===== src/rtl/drum_motor_sequencer.sv =====
// Drum motor speed sequencer: one wash/rinse/spin phase per command.
// Ramps the 4-bit speed up, holds it for a number of ticks (with optional
// direction reversals), then ramps down. It also handles rebalancing,
// door-unlock faults and controlled aborts.
module drum_motor_sequencer #(
  parameter int TICK_DIV    = 1000,
  parameter int REV_TICKS   = 15,
  parameter int PAUSE_TICKS = 2,
  parameter int REBAL_TICKS = 4,
  parameter int MAX_REBAL   = 3
) (
  input  logic       clk,
  input  logic       reset,
  input  logic       cmd_valid_i,
  output logic       cmd_ready_o,
  input  logic [3:0] cmd_speed_i,
  input  logic [9:0] cmd_ticks_i,
  input  logic       cmd_agitate_i,
  input  logic       abort_i,
  input  logic       door_locked_i,
  input  logic       vibration_i,
  input  logic       fault_clr_i,
  output logic [3:0] motor_speed_o,
  output logic       motor_dir_o,
  output logic       busy_o,
  output logic       done_o,
  output logic       aborted_o,
  output logic       fault_o
);

  localparam int PW   = (TICK_DIV > 1) ? $clog2(TICK_DIV) : 1;
  localparam int RW   = $clog2(REV_TICKS + 1);
  localparam int HOLD = (PAUSE_TICKS > REBAL_TICKS) ? PAUSE_TICKS : REBAL_TICKS;
  localparam int HW   = $clog2(HOLD + 1);
  localparam int BW   = $clog2(MAX_REBAL + 1);

  typedef enum logic [2:0] {
    S_IDLE, S_RAMP_UP, S_RUN, S_PAUSE, S_REBAL, S_RAMP_DOWN, S_FAULT
  } state_t;

  state_t          state_q, state_d;
  logic [PW-1:0]   presc_q, presc_d;
  logic [3:0]      speed_q, speed_d, tgt_q, tgt_d;
  logic [9:0]      run_q, run_d;
  logic [RW-1:0]   rev_q, rev_d;
  logic [HW-1:0]   hold_q, hold_d;
  logic [BW-1:0]   rebal_q, rebal_d;
  logic            agit_q, agit_d, dir_q, dir_d, abt_q, abt_d;
  logic            done_q, done_d, aborted_q, aborted_d;
  logic            fault_q, fault_d, busy_q, busy_d;

  logic       tick, accept, zero_cmd, door_ev, abort_ev, vib_ev;
  logic [3:0] speed_up;

  assign tick     = (presc_q == PW'(TICK_DIV - 1));
  assign accept   = cmd_valid_i & cmd_ready_o;
  assign zero_cmd = (cmd_speed_i == 4'd0) | (cmd_ticks_i == 10'd0);
  // FAULT itself is exempt so fault_clr can leave it with the door still open
  assign door_ev  = ~door_locked_i & (state_q != S_IDLE) & (state_q != S_FAULT);
  assign abort_ev = abort_i & ((state_q == S_RAMP_UP) | (state_q == S_RUN) |
                               (state_q == S_PAUSE) | (state_q == S_REBAL));
  assign vib_ev   = vibration_i & ((state_q == S_RAMP_UP) | (state_q == S_RUN));
  assign speed_up = (speed_q < tgt_q) ? speed_q + 4'd1 : speed_q;

  assign cmd_ready_o   = (state_q == S_IDLE) & door_locked_i & ~fault_q;
  assign motor_speed_o = speed_q;
  assign motor_dir_o   = dir_q;
  assign busy_o        = busy_q;
  assign done_o        = done_q;
  assign aborted_o     = aborted_q;
  assign fault_o       = fault_q;

  // State and datapath registers, async active-high reset
  always_ff @(posedge clk or posedge reset) begin
    if (reset) begin
      state_q   <= S_IDLE;
      presc_q   <= '0;
      speed_q   <= '0;
      tgt_q     <= '0;
      run_q     <= '0;
      rev_q     <= '0;
      hold_q    <= '0;
      rebal_q   <= '0;
      agit_q    <= 1'b0;
      dir_q     <= 1'b0;
      abt_q     <= 1'b0;
      done_q    <= 1'b0;
      aborted_q <= 1'b0;
      fault_q   <= 1'b0;
      busy_q    <= 1'b0;
    end else begin
      state_q   <= state_d;
      presc_q   <= presc_d;
      speed_q   <= speed_d;
      tgt_q     <= tgt_d;
      run_q     <= run_d;
      rev_q     <= rev_d;
      hold_q    <= hold_d;
      rebal_q   <= rebal_d;
      agit_q    <= agit_d;
      dir_q     <= dir_d;
      abt_q     <= abt_d;
      done_q    <= done_d;
      aborted_q <= aborted_d;
      fault_q   <= fault_d;
      busy_q    <= busy_d;
    end
  end

  // Next state: door > abort > vibration > tick-driven progress
  always_comb begin
    state_d = state_q;
    if (door_ev)       state_d = S_FAULT;
    else if (abort_ev) state_d = S_RAMP_DOWN;
    else if (vib_ev)   state_d = (rebal_q == BW'(MAX_REBAL)) ? S_FAULT : S_REBAL;
    else begin
      case (state_q)
        S_IDLE:      if (accept && !zero_cmd) state_d = S_RAMP_UP;
        S_RAMP_UP:   if (tick && speed_up == tgt_q) state_d = S_RUN;
        S_RUN: if (tick) begin
          // hold expiry wins over a reversal due on the same tick
          if (run_q <= 10'd1)                    state_d = S_RAMP_DOWN;
          else if (agit_q && rev_q <= RW'(1))    state_d = S_PAUSE;
        end
        S_PAUSE:     if (tick && hold_q <= HW'(1)) state_d = S_RAMP_UP;
        S_REBAL:     if (tick && hold_q <= HW'(1)) state_d = S_RAMP_UP;
        S_RAMP_DOWN: if (tick && speed_q <= 4'd1) state_d = S_IDLE;
        S_FAULT:     if (fault_clr_i) state_d = S_IDLE;
        default:     state_d = S_IDLE;
      endcase
    end
  end

  // Registered outputs and counters for the coming cycle
  always_comb begin
    presc_d   = (accept || tick) ? '0 : presc_q + PW'(1);
    speed_d   = speed_q;
    tgt_d     = tgt_q;
    run_d     = run_q;
    rev_d     = rev_q;
    hold_d    = hold_q;
    rebal_d   = rebal_q;
    agit_d    = agit_q;
    dir_d     = dir_q;
    abt_d     = abt_q;
    done_d    = 1'b0;
    aborted_d = 1'b0;
    busy_d    = (state_d != S_IDLE);
    fault_d   = (state_d == S_FAULT);
    if (door_ev) begin
      speed_d = 4'd0;
    end else if (abort_ev) begin
      abt_d = 1'b1;
    end else if (vib_ev) begin
      speed_d = (rebal_q == BW'(MAX_REBAL)) ? 4'd0 : 4'd1;
      rebal_d = (rebal_q == BW'(MAX_REBAL)) ? rebal_q : rebal_q + BW'(1);
      hold_d  = HW'(REBAL_TICKS);
    end else begin
      case (state_q)
        S_IDLE: if (accept) begin
          tgt_d   = cmd_speed_i;
          run_d   = cmd_ticks_i;
          agit_d  = cmd_agitate_i;
          dir_d   = 1'b0;
          rebal_d = '0;
          abt_d   = 1'b0;
          speed_d = 4'd0;
          done_d  = zero_cmd;
        end
        S_RAMP_UP: if (tick) begin
          speed_d = speed_up;
          if (speed_up == tgt_q) rev_d = RW'(REV_TICKS);
        end
        S_RUN: if (tick) begin
          run_d = (run_q == 10'd0) ? 10'd0 : run_q - 10'd1;
          if (run_q > 10'd1 && agit_q) begin
            rev_d = (rev_q == '0) ? '0 : rev_q - RW'(1);
            if (rev_q <= RW'(1)) begin
              speed_d = 4'd0;
              hold_d  = HW'(PAUSE_TICKS);
            end
          end
        end
        S_PAUSE: if (tick) begin
          hold_d = hold_q - HW'(1);
          if (hold_q <= HW'(1)) dir_d = ~dir_q;
        end
        S_REBAL:     if (tick) hold_d = hold_q - HW'(1);
        S_RAMP_DOWN: if (tick) begin
          if (speed_q <= 4'd1) begin
            speed_d   = 4'd0;
            done_d    = 1'b1;
            aborted_d = abt_q;
          end else begin
            speed_d = speed_q - 4'd1;
          end
        end
        S_FAULT: speed_d = 4'd0;
        default: speed_d = 4'd0;
      endcase
    end
  end

endmodule


===== config.mk =====
export PLATFORM = sky130hd
export DESIGN_NAME = drum_motor_sequencer
export DESIGN_NICKNAME = d
export VERILOG_FILES = /design/src/rtl/drum_motor_sequencer.sv
export SDC_FILE = /design/constraint.sdc
export NUM_CORES = 1
export LEC_CHECK = 0
export BUFFER_PORTS_ARGS = -buffer_cell sky130_fd_sc_hd__buf_2
export CORE_UTILIZATION = 45
export DETAILED_ROUTE_END_ITERATION = 7
export SLEW_MARGIN = 20
export SYNTH_ARGS = -nofsm -noshare
export SYNTH_HDL_FRONTEND = slang
export SYNTH_SLANG_ARGS = --single-unit

===== constraint.sdc =====
create_clock -name clk -period 6 [get_ports clk]
set_input_delay 0.3 -clock clk [delete_from_list [all_inputs] [get_ports clk]]
set_output_delay 0.3 -clock clk [all_outputs]
set_load 0.05 [all_outputs]

* Word level (Yosys, flattened, before mapping)
Cells that the tools add are included.
Storage, ports and cells: flip-flop bits (word level) 47, input port bits 22, logic and storage cells 176
Cells by class: add/subtract/negate cells 7, $lt $le $gt $ge 6, eq/ne operators 32, multiplexer cells 67, bitwise operators 17, reductions and logical operators 32
Operator list (number):
- 2-to-1 mux 4 bit | 16
- 2-to-1 mux 3 bit | 16
- 2-to-1 mux 10 bit | 4
- zero test 10 bit | 2
- one-hot mux 10 bit (2 select lines) | 1
- one-hot mux 4 bit (5 select lines) | 1
- 2-to-1 mux 1 bit | 19
- one-hot mux 3 bit (6 select lines) | 1
- != test 4 bit (second input constant) | 4
- AND reduction 8 bit | 2
- != test 2 bit (second input constant) | 7
- AND reduction 7 bit | 2
- nonzero test 2 bit | 7
- == test 3 bit (second input constant) | 4
- adder 10 x 1 -> 10 bit (second input constant) | 1
- == test 10 bit (second input constant) | 1
- > comparator 10 x 1 -> 1 bit (second input constant) | 1
- <= comparator 10 x 1 -> 1 bit (second input constant) | 1
- 2-to-1 mux 2 bit | 5
- AND reduction 5 bit | 2
- subtractor 10 x 1 -> 10 bit (second input constant) | 1
- nonzero test 3 bit | 3
- <= comparator 4 x 1 -> 1 bit (second input constant) | 2
- zero test 4 bit | 2
- other kinds (28) | 56

* Longest topological paths before layout
word-level depth 11, mapped depth 9, mapped depth without buffers 9

* Least setup slack after synthesis
No wires, ideal clock.
path kind reg-to-reg, start point register speed_q[1] (netlist: motor_speed_o[1]), end point register busy_q (netlist: busy_o), setup time 0.132 ns, arrival 2.393 ns, required time 5.868 ns, slack 3.475 ns, cell stages (with the launch flop) 8, path buffers 0, clock period less this slack 2.525 ns, path through dfrtp_1 > ha_1 > a2111oi_2 > or2_1 > a31oi_1 > nor3_1 > o2bb2ai_1 > or3b_1
Between the ends: cells in the longest elaborated chain, start to end 10, elaborated cells on any way between the ends 14
RTL lines:
- start, declared | RTL line 43 | logic [3:0] speed_q, speed_d, tgt_q, tgt_d;
- start signal, assigned | RTL line 94 | speed_q <= speed_d;
- adder 4 x 1 -> 4 bit / < comparator 4 bit (equally long branches) | RTL line 63 | assign speed_up = (speed_q < tgt_q) ? speed_q + 4'd1 : speed_q;
- 2-to-1 mux 4 bit | RTL line 63
- == test 4 bit | RTL line 119 | S_RAMP_UP: if (tick && speed_up == tgt_q) state_d = S_RUN;
- logical AND 1 bit | RTL line 119
- 2-to-1 mux 3 bit | RTL line 119
- one-hot mux 3 bit (6 select lines) (*) | RTL line 117 | case (state_q)
- 2-to-1 mux 3 bit (*) | RTL line 115 | else if (vib_ev) state_d = (rebal_q == BW'(MAX_REBAL)) ? S_FAULT : S_REBAL;
- 2-to-1 mux 3 bit (*) | RTL line 114 | else if (abort_ev) state_d = S_RAMP_DOWN;
- 2-to-1 mux 3 bit (*) | RTL line 113 | if (door_ev) state_d = S_FAULT;
- net state_d[0] | RTL line 41 | state_t state_q, state_d;
- nonzero test 3 bit (*) | RTL line 148 | busy_d = (state_d != S_IDLE);
- net busy_d | RTL line 50 | logic fault_q, fault_d, busy_q, busy_d;
- end signal, assigned | RTL line 106 | busy_q <= busy_d;
- end, declared | RTL line 50
The timed path passes the listed nets; every way through them passes the cells marked *. A chain may end at the register's enable or synchronous reset.

* Worst setup path after layout
start point register presc_q[0], end point register busy_q (netlist: busy_o)
Between the ends: cells in the longest elaborated chain, start to end 8, elaborated cells on any way between the ends 13
RTL lines:
- start, declared | RTL line 42 | logic [PW-1:0] presc_q, presc_d;
- start signal, assigned | RTL line 93 | presc_q <= presc_d;
- == test 10 bit (*) | RTL line 55 | assign tick = (presc_q == PW'(TICK_DIV - 1));
- logical AND 1 bit, on equally long branches
- 2-to-1 mux 3 bit, on equally long branches
- one-hot mux 3 bit (6 select lines) (*) | RTL line 117
- 2-to-1 mux 3 bit (*) | RTL line 115
- 2-to-1 mux 3 bit (*) | RTL line 114
- 2-to-1 mux 3 bit (*) | RTL line 113
- net state_d[0] | RTL line 41
- nonzero test 3 bit (*) | RTL line 148
- net busy_d | RTL line 50
Marks and branches as above.

==> run summary <==
Post-layout min period: 2.87 ns
Number of port buffers: 31
RSZ-0062 raised after global routing: no
RR Startpoint: presc_q[0]
Sw Share: 0.456
Total power: 0.00149 W
Fin. max-slew vios: 0
Largest net degree at the start of global routing: 48
Part of the power in registers: 0.368
Leakage: 1.54 nW
Clk sinks: 47
Synth area leaders: dfrtp_1, o21ai_0, nand2_1, nor2_1, ha_1
Max VDD drop: 249 uV
Area of the die: 7310 um^2
Worst slew margin: 0.298
FF-to-FF path depth: 8
Most area-hungry cell type in the Yosys netlist: dfrtp_1
Share of layout cells above drive strength 1: 0.123
Util after Layout: 0.514
Syn. warnings: 0
Top-Level Pins: 32
Max-cap viol count: 0
CTS tree: yes
DRC viols: 0
Register-to-register setup slack: 3.13 ns
Multi-input logic area: 1850 um^2
H-tree depth: 2
Final GP Congestion: 0.870
Psw: 0.000682 W
Post-synthesis sequential area ratio: 0.375
Vias in the first global route: 2680
Wire length per cell: 15.8 um
Async SR Flop Fraction: 1.00
Initial Util: 0.464
Root Buffer: clkbuf_8
Clock power frac: 0.166
First-pass DRT Iterations: 4
Setup Fix Bufs, Post-CTS: 0
Sequential cell area: 1180 um^2
Arrival time of the worst setup path: 3.05 ns
Avg Cell Area, Syn: 8.13 um^2
Total Wirelength: 7800 um
Power Density: 430 nW/um^2
Cts repair resizes: 0
Slew of the pin with the lowest slew margin: 1.04 ns
Synth top area share: 0.375
Outcome: completed
Vias: 2896
CTS Buf Count: 5
DP HPWL: 5660 um
Nets: 447
Crit-path max FO: 10
Worst endpoint required time: 6.19 ns
Hold WC Path Type: input port to asynchronous set/reset pin
Main synth FF type: dfrtp_1
Clock slew at reported path FFs: 0.10 ns
# setup viols final: 0
Post-DP Area: 3360 um^2
Comb power frac: 0.466
Die Y: 85.5 um
ANT cells: 0
Net count after synthesis: 419
Crit Path Class: flop to flop
First-pass GRT wire length: 13100 um
EDFF count, synth: 0
Post-route clock period utilization: 0.478
Die X-Extent: 85.5 um
Synth cell types: 54
Initial DRC Count: 220
# rows: 30
Largest buffer count on any clock path: 2
Final hold slack: 0.105 ns
Worst Clk Skew: 0.00734 ns
CORE AREA: 6760 um^2
Via density: 5.85
Max Freq: 349 MHz
Grt total ovfl: 0
Crit end category: flop
Cells after Synth: 386
Worst setup SP type: flop
Post-CTS Hold Buffers: 0
Setup_tns: 0 ns
Area growth from synthesis to layout: 10.7%
Final Hold Viols: 0
Antenna viol nets, final: 0
Fill cell total of the finished layout: 683
Total internal power: 0.000813 W
Clock latency on the worst-skew pair: 0.31 ns
Total track usage: 0.225
Final instance area: 3470 um^2
FF-to-FF End: busy_o
Mapped cell area: 3140 um^2
Initial antenna violation count: 0
Yosys reg bits: 47
==> per-layer routing <==
metal  GRT usage  share of wire  wire length, um  up-vias
li1            -              -                -     1451
met1       0.334           0.51             3960     1367
met2       0.335           0.44             3420       70
met3      0.0423          0.041              318        8
met4      0.0652          0.012               97        0
met5           0              0                0        -
==> cell families (layout without fill, tap and decap cells) <==
| family | Yosys count | count (layout) | share of synthesized area |
|---|---|---|---|
| DFF | 47 | 47 | 0.375 |
| and+or+nand+nor | 171 | 171 | 0.271 |
| xor gates and xnor gates | 14 | 14 | 0.0391 |
| adders and majority gates | 11 | 11 | 0.0439 |
| AOI/OAI and AO/OA | 111 | 111 | 0.226 |
| buffers and inverters | 29 | 58 | 0.0347 |
| muxes | 3 | 3 | 0.0104 |
==> power by group through the flow <==
| stage | clock network (W) | registers, W | logic, W |
|---|---|---|---|
| final | 0.000248 | 0.000550 | 0.000696 |
| after CTS | 0.000254 | 0.000548 | 0.000692 |
| after detailed placement | 0 | 0.000552 | 0.000687 |
| after global placement | 0 | 0.000551 | 0.000684 |
| after floorplan | 0 | 0.000543 | 0.000535 |
| after global routing | 0.000266 | 0.000570 | 0.000791 |
==> placed cells by master, fill, tap and decap left out, types with 5 or more instances in the layout <==
master	synthesis	layout
a21o_1	6	6
a21oi_1	20	20
a32oi_1	6	6
and2_1	5	5
buf_2	0	31
clkbuf_8	0	5
dfrtp_1	47	47
ha_1	11	11
inv_1	19	18
nand2_1	45	45
nand2b_1	8	8
nand3_1	17	17
nor2_1	45	45
nor2b_1	6	6
nor3_1	17	17
nor4_1	5	5
o21ai_0	42	42
xnor2_1	6	6
xor2_1	8	8
==> worst max-delay path: stages (launching register included) <==
cell	delay (ns)
dfrtp_1	0.40
ha_1	0.22
nand4b_1	0.15
nor4_2	0.80
a21oi_1	0.16
a31oi_1	0.27
nand4_1	0.13
o2bb2ai_1	0.20
or3b_1	0.41
==> synthesized netlist by cell type, drive strengths merged, types with 3 or more instances <==
cell / n
or2: 3
nor2b: 6
a22oi: 4
a211oi: 4
ha: 11
o2bb2ai: 3
a31oi: 4
xor2: 8
dfrtp: 47
and2: 5
a21o: 6
a21oi: 20
and3: 3
a22o: 3
inv: 19
o21ai: 43
nand4: 3
a32oi: 6
xnor2: 6
clkbuf: 10
nor4: 8
nand2: 45
nor2: 45
nand3: 17
nor3: 17
nand2b: 8
==> area by class of cell <==
cell class                      count  share of cell area
Sequential cell                    47               0.339
Tap cell                           80              0.0288
Clock inverter                      3              0.0137
Inverter                           19              0.0209
Multi-Input combinational cell    310               0.534
Timing Repair Buffer               31              0.0447
Clock buffer                        5              0.0198
==> through the flow <==
step | cells | setup slack, ns
after CTS | 495 | 3.19
after global placement | 487 | 3.16
after global routing | 495 | 2.87
final | 495 | 3.13
after detailed placement | 487 | 3.26
after floorplan | 386 | 3.48
==> sequential cells by signal, summed over array words and instances (netlist names), 2 cells and up <==
name           flops
hold_q             3
run_q             10
state_q            3
presc_q           10
tgt_q              4
motor_speed_o      4
rebal_q            2
rev_q              4
==> worst max path at each step <==
stage	start	endpoint	slack, ns	cells past startpoint
CTS	presc_q[0]	busy_o	3.19	7
detailed placement	presc_q[0]	busy_o	3.26	7
global placement	presc_q[0]	busy_o	3.16	7
floorplan	motor_speed_o[1]	busy_o	3.48	7
finish	presc_q[0]	busy_o	3.13	8
global route	presc_q[0]	busy_o	2.87	8
Power figures use the tool's default switching activity.
